### config.mk
export PLATFORM = sky130hd
export DESIGN_NAME = seg7_scan_driver_flat
export DESIGN_NICKNAME = d
export VERILOG_FILES = /design/src/rtl/seg7_scan_driver_if.sv /design/src/rtl/seg7_scan_driver.sv /design/src/flat_wrapper.sv
export SDC_FILE = /design/constraint.sdc
export NUM_CORES = 1
export LEC_CHECK = 0
export CAP_MARGIN = 0
export CORE_UTILIZATION = 55
export CTS_CLUSTER_DIAMETER = 100
export CTS_CLUSTER_SIZE = 12
export DETAILED_ROUTE_END_ITERATION = 10
export PLACE_DENSITY = 0.81
export SYNTH_ARGS = -nofsm -noshare
export SYNTH_HDL_FRONTEND = slang
export SYNTH_SLANG_ARGS = --single-unit
### constraint.sdc
create_clock -name clk -period 6.5 [get_ports clk]
set_input_delay 1.3 -clock clk [delete_from_list [all_inputs] [get_ports clk]]
set_output_delay 1.3 -clock clk [all_outputs]
set_load 0.02 [all_outputs]
### src/rtl/seg7_scan_driver_if.sv
// Bus between a display data source and seg7_scan_driver.
// Handshake: load is a one-cycle strobe, always accepted (no ready); value/dp_in/blank/blink are sampled with it.
interface seg7_scan_driver_if;
    logic [15:0] value;
    logic [3:0]  dp_in;
    logic [3:0]  blank;
    logic [3:0]  blink;
    logic        load;
    logic [3:0]  an;
    logic [7:0]  seg;
    logic        frame_start;

    modport master (
        output value, dp_in, blank, blink, load,
        input  an, seg, frame_start
    );

    modport slave (
        input  value, dp_in, blank, blink, load,
        output an, seg, frame_start
    );
endinterface

### src/rtl/seg7_scan_driver.sv
// 4-digit common-anode 7-segment scan driver with double-buffered data,
// per-digit blank/blink/dp and an anti-ghost dead time at the start of each slot.
module seg7_scan_driver #(
    parameter int SCAN_DIV     = 50000,
    parameter int DEAD_CYC     = 500,
    parameter int BLINK_FRAMES = 125
) (
    input logic clk,
    input logic rst_n,
    seg7_scan_driver_if.slave bus
);
    localparam int PW = $clog2(SCAN_DIV);
    localparam int FW = (BLINK_FRAMES > 1) ? $clog2(BLINK_FRAMES) : 1;

    typedef struct packed {
        logic [15:0] value;
        logic [3:0]  dp;
        logic [3:0]  blank;
        logic [3:0]  blink;
    } frame_t;

    logic [PW-1:0] presc;
    logic [1:0]    idx;
    logic [FW-1:0] fcnt;
    logic          blink_on;
    logic          pending;
    frame_t        pend;
    frame_t        disp;
    frame_t        in_frame;

    logic          tick;
    logic          boundary;
    logic          dark;
    logic [3:0]    nib;
    logic [7:0]    seg_next;
    logic [3:0]    an_next;

    function automatic logic [6:0] hex7(input logic [3:0] h);
        case (h)
            4'h0: hex7 = 7'h40;
            4'h1: hex7 = 7'h79;
            4'h2: hex7 = 7'h24;
            4'h3: hex7 = 7'h30;
            4'h4: hex7 = 7'h19;
            4'h5: hex7 = 7'h12;
            4'h6: hex7 = 7'h02;
            4'h7: hex7 = 7'h78;
            4'h8: hex7 = 7'h00;
            4'h9: hex7 = 7'h10;
            4'hA: hex7 = 7'h08;
            4'hB: hex7 = 7'h03;
            4'hC: hex7 = 7'h46;
            4'hD: hex7 = 7'h21;
            4'hE: hex7 = 7'h06;
            default: hex7 = 7'h0E;
        endcase
    endfunction

    always_comb begin
        in_frame = '{value: bus.value, dp: bus.dp_in, blank: bus.blank, blink: bus.blink};
        tick     = (presc == PW'(SCAN_DIV - 1));
        boundary = tick && (idx == 2'd3);
        nib      = disp.value[{idx, 2'b00} +: 4];
        // Dark digits suppress the decimal point as well.
        dark     = disp.blank[idx] | (disp.blink[idx] & ~blink_on);
        seg_next = dark ? 8'hFF : {~disp.dp[idx], hex7(nib)};
        an_next  = (presc >= PW'(DEAD_CYC)) ? ~(4'b0001 << idx) : 4'hF;
    end

    always_ff @(posedge clk or negedge rst_n) begin
        if (!rst_n) begin
            presc           <= '0;
            idx             <= '0;
            fcnt            <= '0;
            blink_on        <= 1'b1;
            pending         <= 1'b0;
            pend            <= '0;
            disp            <= '0;
            bus.an          <= 4'hF;
            bus.seg         <= 8'hFF;
            bus.frame_start <= 1'b0;
        end else begin
            presc <= tick ? '0 : presc + 1'b1;
            if (tick) idx <= idx + 2'd1;

            // A load on the boundary tick bypasses the pending buffer.
            if (boundary) begin
                if (bus.load)     disp <= in_frame;
                else if (pending) disp <= pend;
                pending <= 1'b0;
            end else if (bus.load) begin
                pend    <= in_frame;
                pending <= 1'b1;
            end

            if (boundary) begin
                if (fcnt == FW'(BLINK_FRAMES - 1)) begin
                    fcnt     <= '0;
                    blink_on <= ~blink_on;
                end else begin
                    fcnt <= fcnt + 1'b1;
                end
            end

            bus.frame_start <= boundary;
            bus.seg         <= seg_next;
            bus.an          <= an_next;
        end
    end
endmodule
### src/flat_wrapper.sv
// flat-port wrapper written by rule: the top's interface ports become plain ports
module seg7_scan_driver_flat 
#(
    parameter int SCAN_DIV     = 50000,
    parameter int DEAD_CYC     = 500,
    parameter int BLINK_FRAMES = 125
)
  (clk, rst_n, bus_value, bus_dp_in, bus_blank, bus_blink, bus_load, bus_an, bus_seg, bus_frame_start);
  seg7_scan_driver_if bus_i ();
  input logic clk;
  input logic rst_n;
  input wire logic [$bits(bus_i.value)-1:0] bus_value;
  input wire logic [$bits(bus_i.dp_in)-1:0] bus_dp_in;
  input wire logic [$bits(bus_i.blank)-1:0] bus_blank;
  input wire logic [$bits(bus_i.blink)-1:0] bus_blink;
  input wire logic [$bits(bus_i.load)-1:0] bus_load;
  output wire logic [$bits(bus_i.an)-1:0] bus_an;
  output wire logic [$bits(bus_i.seg)-1:0] bus_seg;
  output wire logic [$bits(bus_i.frame_start)-1:0] bus_frame_start;
  assign bus_i.value = bus_value;
  assign bus_i.dp_in = bus_dp_in;
  assign bus_i.blank = bus_blank;
  assign bus_i.blink = bus_blink;
  assign bus_i.load = bus_load;
  assign bus_an = bus_i.an;
  assign bus_seg = bus_i.seg;
  assign bus_frame_start = bus_i.frame_start;
  seg7_scan_driver #(.SCAN_DIV(SCAN_DIV), .DEAD_CYC(DEAD_CYC), .BLINK_FRAMES(BLINK_FRAMES)) u_core (.clk(clk), .rst_n(rst_n), .bus(bus_i));
endmodule
==> out/summary.txt, run 1 <==
Cells after synthesis - 359
Vias in the first global route - 3049
Main flop type after synthesis - dfrtp_1
R2R cell count - 5
Die height - 94.1 µm
Number of remaining DRC errors - 0
DP HPWL - 5.90 mm
Met3 usage - 0.0324
Pre-antenna DRT Iters - 4
Antenna-violating nets left - 0
Synth top area cells - dfrtp_1, mux2_2, dfstp_2
Ratio of cells with drive above 1 in the final layout - 0.299
Worst setup path startpoint - bus_load
Antenna violations before repair - 0
Outcome - complete, no violations
Worst-margin pin slew - 966 ps
Netlist Area Pre-Place - 4670 µm²
R2R setup slack - 3460 ps
# rows - 33
Total Routing Usage GR - 0.215
Post-Syn Nets - 404
Worst-Skew Late Latency - 360 ps
Number of buffers created by CTS - 9
Synth top area share - 0.445
Tmin final - 3300 ps
Clock slew at reported path FFs - 90 ps
Drt total wl - 8.66 mm
CORE AREA - 8220 µm²
Crit Path Max Fanout - 30
CTS sink cnt - 96
Fin. Hold Viols - 0
Via/cell ratio - 5.67
First-pass GRT wire length - 14.5 mm
Hold path start - u_core.disp[17]
Clock tree buffer depth - 2
Max-slew violation count - 0
Tcrit/Tclk final - 0.508
Post-synthesis average cell area - 13.0 µm²
Pleak - 2.29 nW
CP startpoint kind - input pin
Ys async rst share - 1.00
CP required - 6750 ps
DRT iter0 DRCs - 138
# H-tree levels - 3
Max cap viols - 0
Most used routing layer - met2
Setup Crit Path Kind - in2reg
CTS root buffer - clkbuf_8
Total power - 1.17 mW
Initial Util - 0.568
HP Class - reg2reg
Hold Path Stages - 1
Relative slew slack - 0.353
Sequential fraction of the synthesis area - 0.518
Filler cell count - 632
Remaining global-route overflow - 0
#FFs+latches synth - 96
Routing usage on met1 - 0.284
Final setup TNS - 0 ps
Post-cts gate resize count - 0
Synth warn - 0
Die Span X - 94.1 µm
Synth cell types - 46
Reg-to-reg critical path startpoint - u_core.presc[4]
WP data arrival - 3550 ps
I/O pin cnt - 44
Max VDD drop - 0.000120 V
Setup crit end kind - flop
Met2 usage - 0.359
Die area - 8860 µm²
Yosys top cell by area - dfrtp_1
Reg2reg end - u_core.disp[8]
CTS tree - done
Fmax - 0.303 GHz
Via count - 2892
Layout Skew - 8.61 ps
Power Dens Cells - 219 nW/µm²
Antenna cells - 0
Fin util - 0.651
Setup repair bufs after CTS - 0
Post-synth top cells - dfrtp_1, mux2_2, nand2_1
WL/cell - 17.0 µm
Setup repair after global routing missed its margin - false
IO buf count - 43
Final #Nets - 445
WHS Endpoint - u_core.disp[17]
Hold_buf cts - 0
Setup violators final - 0
Synth-to-layout area growth - 14.5%
GPL Wtd Cong - 0.794
Count leader, synth - dfrtp_1
EDFF count, synth - 0
Pin count of the biggest net entering global routing - 62
-- where the power goes --
part / internal, mW / switching (mW)
logic: 0.0684 / 0.0528
clock network: 0.200 / 0.209
registers: 0.629 / 0.0139
total: 0.898 / 0.275
-- final cells by class --
class | instances | area (µm²) | share of cell area
Tap cell | 105 | 131 | 0.0246
Clock buffer | 12 | 155 | 0.0290
Clock inverter | 4 | 51.3 | 0.00960
Timing Repair Buffer | 46 | 450 | 0.0843
Multi-Input combinational cell | 233 | 2090 | 0.390
Sequential cell | 96 | 2420 | 0.452
Inverter | 14 | 52.6 | 0.00983
-- kinds of logic after synthesis --
group	Yosys count	synth area share
fa+ha+maj	14	0.0375
flops	96	0.518
xor+xnor	20	0.0375
buf+inv	30	0.0348
simple gates	71	0.0788
mux	93	0.241
compound gates	35	0.0517
-- worst max-delay path, stage by stage --
cell and delay (ps):
clkdlybuf4s50_1 450, buf_4 380, nor2_1 160, nor3_4 520, buf_4 350, mux2_2 370
-- placed cells by master, fill, tap and decap left out, drive strengths merged, types with 2 or more instances in the layout --
cell	instances
and3	2
nor4	4
or2	2
clkbuf	12
xnor2	11
a21oi	6
xor2	9
nor3b	2
mux4	7
nand2	17
mux2	86
nand4	5
clkdlybuf4s50	42
o21a	2
dfstp	13
o41ai	2
o211ai	5
nand2b	2
o21ai	10
nand3	8
nor3	6
buf	4
o31ai	5
ha	14
inv	15
dfrtp	83
nor2	16
-- worst max path at each step --
stage	end	slack (ps)	cells after the start
floorplan	u_core.disp[1]	3700	4
global placement	u_core.disp[5]	2850	6
detailed placement	u_core.disp[8]	2810	6
CTS	u_core.disp[8]	3190	6
global route	u_core.disp[8]	3090	6
finish	u_core.disp[8]	3200	6
-- flip-flops by register name, indices dropped and copies added, names as in the netlist --
signal and count:
u_core.disp 28, u_core.pend 28, u_core.presc 16, u_core.bus.seg 8
u_core.fcnt 7, u_core.bus.an 4, u_core.idx 2, u_core.blink_on 1
u_core.bus.frame_start 1, u_core.pending 1
-- metrics by stage --
step | cells | setup slack (ps) | instance area, µm² | hold WS [ps]
3_3_place_gp | 494 | 2850 | 5140 | 462
3_5_place_dp | 494 | 2810 | 5140 | 480
2_1_floorplan | 359 | 3700 | 4670 | 447
6_report | 510 | 3200 | 5350 | 497
4_1_cts | 510 | 3190 | 5350 | 506
5_1_grt | 510 | 3090 | 5350 | 523
-- layer usage --
layer	vias to the layer above	wire length, µm
li1	1356	-
met1	1466	4050
met2	57	4200
met3	13	270
met4	0	135
met5	-	0
Note: power is estimated with default switching activity, not from simulation.
==> run 2: changes to the inputs <==
- clock period: 6.5 -> 3.35 ns (I/O delays scaled with it)
==> out/summary.txt, run 2 (synthesis gave the netlist of run 1 again) <==
Outcome - complete, no violations
CP max-delay cell - or3_1
Tmin final - 2650 ps
Pleak - 2.31 nW (+0.70%)
DP HPWL - 5.84 mm (-1.1%)
HP Class - in2async
WP data arrival - 2900 ps (-650 ps)
R2R setup slack - 700 ps (-2760 ps)
Max VDD drop - 0.000301 V (+150%)
Layout Skew - 9.46 ps (+0.846 ps)
CP startpoint kind - flop
# H-tree levels - 3 (unchanged)
Post-route cell area - 5370 µm² (+0.37%)
Filler cell count - 610 (-3.5%)
Pin count of the biggest net entering global routing - 56 (-9.7%)
Worst-Skew Late Latency - 360 ps (about the same)
Setup violators final - 0 (unchanged)
First-pass GRT wire length - 14.3 mm (-1.1%)
Worst-margin pin slew - 549 ps (-417 ps)
Ratio of cells with drive above 1 in the final layout - 0.306 (+0.00761)
Initial Util - 0.568 (unchanged)
Total power - 2.21 mW (+88%)
Critical-path cell list - or4b_1 -> or3_1 -> o21ai_4 -> buf_4 -> mux2_2
Commonest non-fill, non-tap cell in the layout - dfrtp_1
Tcrit/Tclk final - 0.790
Setup crit end kind - flop
Setup repair after global routing missed its margin - false
Antenna violations before repair - 0 (unchanged)
WL/cell - 16.3 µm (-3.8%)
Cell class contributing the biggest share of worst-path delay - simple AND/OR/NAND/NOR gates
Max cap viols - 0 (unchanged)
CTS tree - done
Antenna cells - 0 (unchanged)
CTS sink cnt - 96 (unchanged)
Worst slack, placed - 708 ps (-2100 ps)
Synth-to-layout area growth - 15.0%
Clock tree buffer depth - 2 (unchanged)
CTS root buffer - clkbuf_8
Via count - 2939 (+1.6%)
Power Dens Cells - 412 nW/µm² (+88%)
Setup Crit Path Kind - reg2reg
Number of buffers created by CTS - 9 (unchanged)
CP Buf/Inv Count - 1 (-2)
Drt total wl - 8.38 mm (-3.2%)
Post-DP Area - 5170 µm² (+0.68%)
Final setup TNS - 0 ps (unchanged)
Pre-antenna DRT Iters - 4 (unchanged)
IO buf count - 43 (unchanged)
Reg-to-reg critical path startpoint - u_core.presc[4]
Die height - 94.1 µm (unchanged)
Max-slew violation count - 0 (unchanged)
Worst Setup Slack, final - 702 ps (-2500 ps)
Clock slew at reported path FFs - 90 ps (about the same)
Reg2reg end - u_core.pend[11]
Die Span X - 94.1 µm (unchanged)
R2R cell count - 5 (unchanged)
Number of remaining DRC errors - 0 (unchanged)
# rows - 33 (unchanged)
Most frequent cells in the layout - dfrtp_1, mux2_2, clkdlybuf4s50_1, nand2_1, nor2_1
Antenna-violating nets left - 0 (unchanged)
Die area - 8860 µm² (unchanged)
Via/cell ratio - 5.73 (+1.0%)
Largest regs - u_core.disp x28, u_core.pend x28, u_core.presc x16
Hold_buf cts - 0 (unchanged)
Setup repair bufs after CTS - 0 (unchanged)
Crit Path Max Fanout - 28 (-6.7%)
Critical path's largest stage delay - 570 ps (+50 ps)
CORE AREA - 8220 µm² (unchanged)
Final #Nets - 448 (+0.67%)
Post-cts gate resize count - 0 (unchanged)
Vias in the first global route - 2966 (-2.7%)
Fin util - 0.653 (+0.00244)
Relative slew slack - 0.631 (+0.277)
Remaining global-route overflow - 0 (unchanged)
GPL Wtd Cong - 0.797 (+0.43%)
Fmax - 0.378 GHz
CP required - 3600 ps (-3150 ps)
I/O pin cnt - 44 (unchanged)
Fin. Hold Viols - 0 (unchanged)
Total Routing Usage GR - 0.211 (-0.00461)
DRT iter0 DRCs - 143 (+3.6%)
==> run 2: how the worst max path moves through the flow <==
stage / start / end / slack (ps) / cells past startpoint
after floorplan: u_core.presc[4] / u_core.disp[0] / 930 / 6
after global placement: u_core.presc[4] / u_core.pend[12] / 790 / 5
after detailed placement: u_core.presc[4] / u_core.pend[11] / 710 / 5
after CTS: u_core.presc[4] / u_core.pend[11] / 690 / 5
after global routing: u_core.presc[0] / u_core.pend[18] / 550 / 6
final: u_core.presc[4] / u_core.pend[11] / 700 / 5
==> run 2: per-layer routing <==
layer	share of wire	up-vias	global-route usage
li1	-	1359	-
met1	0.45	1498	0.276
met2	0.49	69	0.342
met3	0.041	13	0.0437
met4	0.015	0	0.0833
met5	0	-	0
==> run 2: where the power goes <==
part           internal, mW  total (mW)  switching (mW)
registers              1.22        1.25          0.0274
logic                 0.135       0.235           0.100
clock network         0.331       0.727           0.395
total                  1.69        2.21           0.523
==> run 2: worst reg2reg max path, stage by stage (launching register included) <==
cell,delay [ps]
dfrtp_1,450
or4b_1,500
or3_1,570
o21ai_4,220
buf_4,390
mux2_2,410
==> run 2: through the flow <==
stage | std cells | hold slack [ps]
after floorplan | 359 | 374
after global placement | 497 | 464
after detailed placement | 497 | 474
after CTS | 513 | 284
after global routing | 513 | 316
final | 513 | 272
==> run 2: final cells by class <==
class / count / area [µm²] / share of cell area
flip-flops and latches: 96 / 2420 / 0.451
multi-input cells: 233 / 2090 / 0.389
repair buffers: 49 / 485 / 0.0905
clock buffers: 12 / 165 / 0.0308
well taps: 105 / 131 / 0.0245
inverters: 14 / 52.6 / 0.00979
clock inverters: 4 / 26.3 / 0.00490
==> run 3: changes to the inputs <==
- CORE_UTILIZATION: 55 -> 52
- PLACE_DENSITY: 0.81 -> 0.8
- clock period: 3.35 -> 2.4 ns (I/O delays scaled with it)
==> out/summary.txt, run 3 (synthesis gave the netlist of run 1 again) <==
Worst-Skew Late Latency - 360 ps (about the same)
Total power - 3.27 mW (+48%)
Post-route cell area - 5550 µm² (+3.5%)
CP max-delay cell - or4b_1
Antenna-violating nets left - 0 (unchanged)
Via/cell ratio - 5.62 (-1.8%)
Largest regs - u_core.disp x28, u_core.pend x28, u_core.presc x16
Final setup TNS - 0 ps (unchanged)
Relative slew slack - 0.678 (+0.0474)
Hold path start - u_core.disp[16]
Commonest non-fill, non-tap cell in the layout - dfrtp_1
HP Class - reg2reg
Pin count of the biggest net entering global routing - 37 (-34%)
Multi-input logic area - 2100 µm² (+0.60%)
Tmin final - 2290 ps (-361 ps)
CP required - 2640 ps (-960 ps)
IO buf count - 43 (unchanged)
Vias in the first global route - 3071 (+3.5%)
Power Dens Cells - 589 nW/µm² (+43%)
Antenna cells - 0 (unchanged)
Reg-to-reg critical path startpoint - u_core.presc[7]
# H-tree levels - 3 (unchanged)
Initial Util - 0.535 (-0.0328)
Pleak - 2.40 nW (+3.8%)
Die area - 9360 µm² (+5.6%)
Net Sw Frac - 0.228 (-0.00901)
Tcrit/Tclk final - 0.953 (+0.162)
Fmax - 0.437 GHz (+16%)
Comb power frac - 0.105 (about the same)
CORE AREA - 8720 µm² (+6.1%)
CP Buf/Inv Count - 1 (unchanged)
Max-slew violation count - 0 (unchanged)
Outcome - complete, no violations
Filler cell count - 666 (+9.2%)
Number of remaining DRC errors - 0 (unchanged)
Max VDD drop - 0.000365 V (+21%)
CP startpoint kind - flop
Synth-to-layout area growth - 19.0%
Remaining global-route overflow - 0 (unchanged)
Worst-margin pin slew - 478 ps (-70.5 ps)
DP HPWL - 6.13 mm (+5.0%)
Total Routing Usage GR - 0.200 (-0.0101)
Post-DP Area - 5300 µm² (+2.5%)
Crit Path Max Fanout - 9 (-68%)
Max cap viols - 0 (unchanged)
Clock slew at reported path FFs - 90 ps (about the same)
GPL Wtd Cong - 0.859 (+7.8%)
Ratio of cells with drive above 1 in the final layout - 0.327 (+0.0206)
Antenna violations before repair - 0 (unchanged)
DRT iter0 DRCs - 173 (+21%)
Placed cells - 510 (+2.6%)
Cell class contributing the biggest share of worst-path delay - simple AND/OR/NAND/NOR gates
Layout Skew - 13.0 ps (+3.57 ps)
Worst slack, placed - 12.6 ps (-696 ps)
CTS tree - done
Final #Nets - 459 (+2.5%)
Worst setup path startpoint - u_core.presc[7]
Most frequent cells in the layout - dfrtp_1, mux2_2, clkdlybuf4s50_1, nand2_1, nor2_1
WP data arrival - 2530 ps (-370 ps)
Die height - 96.7 µm (+2.8%)
Via count - 2964 (+0.85%)
Setup Crit Path Kind - reg2reg
Critical-path cell list - or4b_1 -> or3_4 -> buf_4 -> or2_1 -> o41ai_2
Setup repair after global routing missed its margin - false
CTS sink cnt - 96 (unchanged)
Die Span X - 96.7 µm (+2.8%)
WL/cell - 16.5 µm (+0.98%)
Critical path's largest stage delay - 530 ps (-40 ps)
FF+latch area - 2420 µm² (unchanged)
# rows - 34 (+3.0%)
Drt total wl - 8.69 mm (+3.7%)
Setup violators final - 0 (unchanged)
Pre-antenna DRT Iters - 4 (unchanged)
Clock Power Share - 0.362 (+0.033)
Int Pwr - 2.52 mW (+50%)
Seq pwr share - 0.533 (-0.032)
Worst Setup Slack, final - 113 ps (-589 ps)
Psw - 744 µW (+42%)
Setup repair bufs after CTS - 0 (unchanged)
Number of buffers created by CTS - 9 (unchanged)
Minimum hold slack - 494 ps (+221 ps)
I/O pin cnt - 44 (unchanged)
CTS root buffer - clkbuf_8
Cell Count, Final, Fillers Out - 527 (+2.7%)
First-pass GRT wire length - 15.1 mm (+5.3%)
Fin util - 0.637 (-0.0162)
Fin. Hold Viols - 0 (unchanged)
Setup crit end kind - flop
Clock tree buffer depth - 2 (unchanged)
-- run 3: power groups by stage --
stage	registers [mW]	logic, mW	clock network [mW]
after floorplan	1.78	0.168	0
after global placement	1.77	0.337	0
after detailed placement	1.77	0.347	0
after CTS	1.74	0.351	1.21
after global routing	1.75	0.376	1.28
final	1.74	0.344	1.18
-- run 3: what timing repair did --
action	CTS	global route
gates resized for setup	1	1
setup endpoints to repair	1	1
pin swaps	0	0
hold endpoints to repair	11	0
hold buffers	1	0
-- run 3: worst paths after layout --
check / to / cells past startpoint / slack (ps)
worst max register to register: u_core.fcnt[5] / 5 / 110
worst min-delay path: u_core.disp[16] / 1 / 490
worst max-delay path: u_core.fcnt[5] / 5 / 110
min in group asynchronous: u_core.pend[5] / 2 / 510
worst min register to register: u_core.disp[16] / 1 / 490
max in group asynchronous: u_core.bus.an[3] / 3 / 1270
-- run 3: layout make-up --
class                      count  share of cell area
clock inverter                 6              0.0162
clock buffer                  10              0.0248
tap                          108              0.0243
multi-input combinational    233               0.378
timing repair buffer          60               0.112
sequential                    96               0.436
inverter                      14             0.00946
-- run 3: layer usage --
metal  up-vias  wire length (µm)  GRT usage
met2        62              4340      0.322
met1      1507              3940      0.275
met5         -                 0          0
li1       1386                 -          -
met4         0               121     0.0827
met3         9               293     0.0289
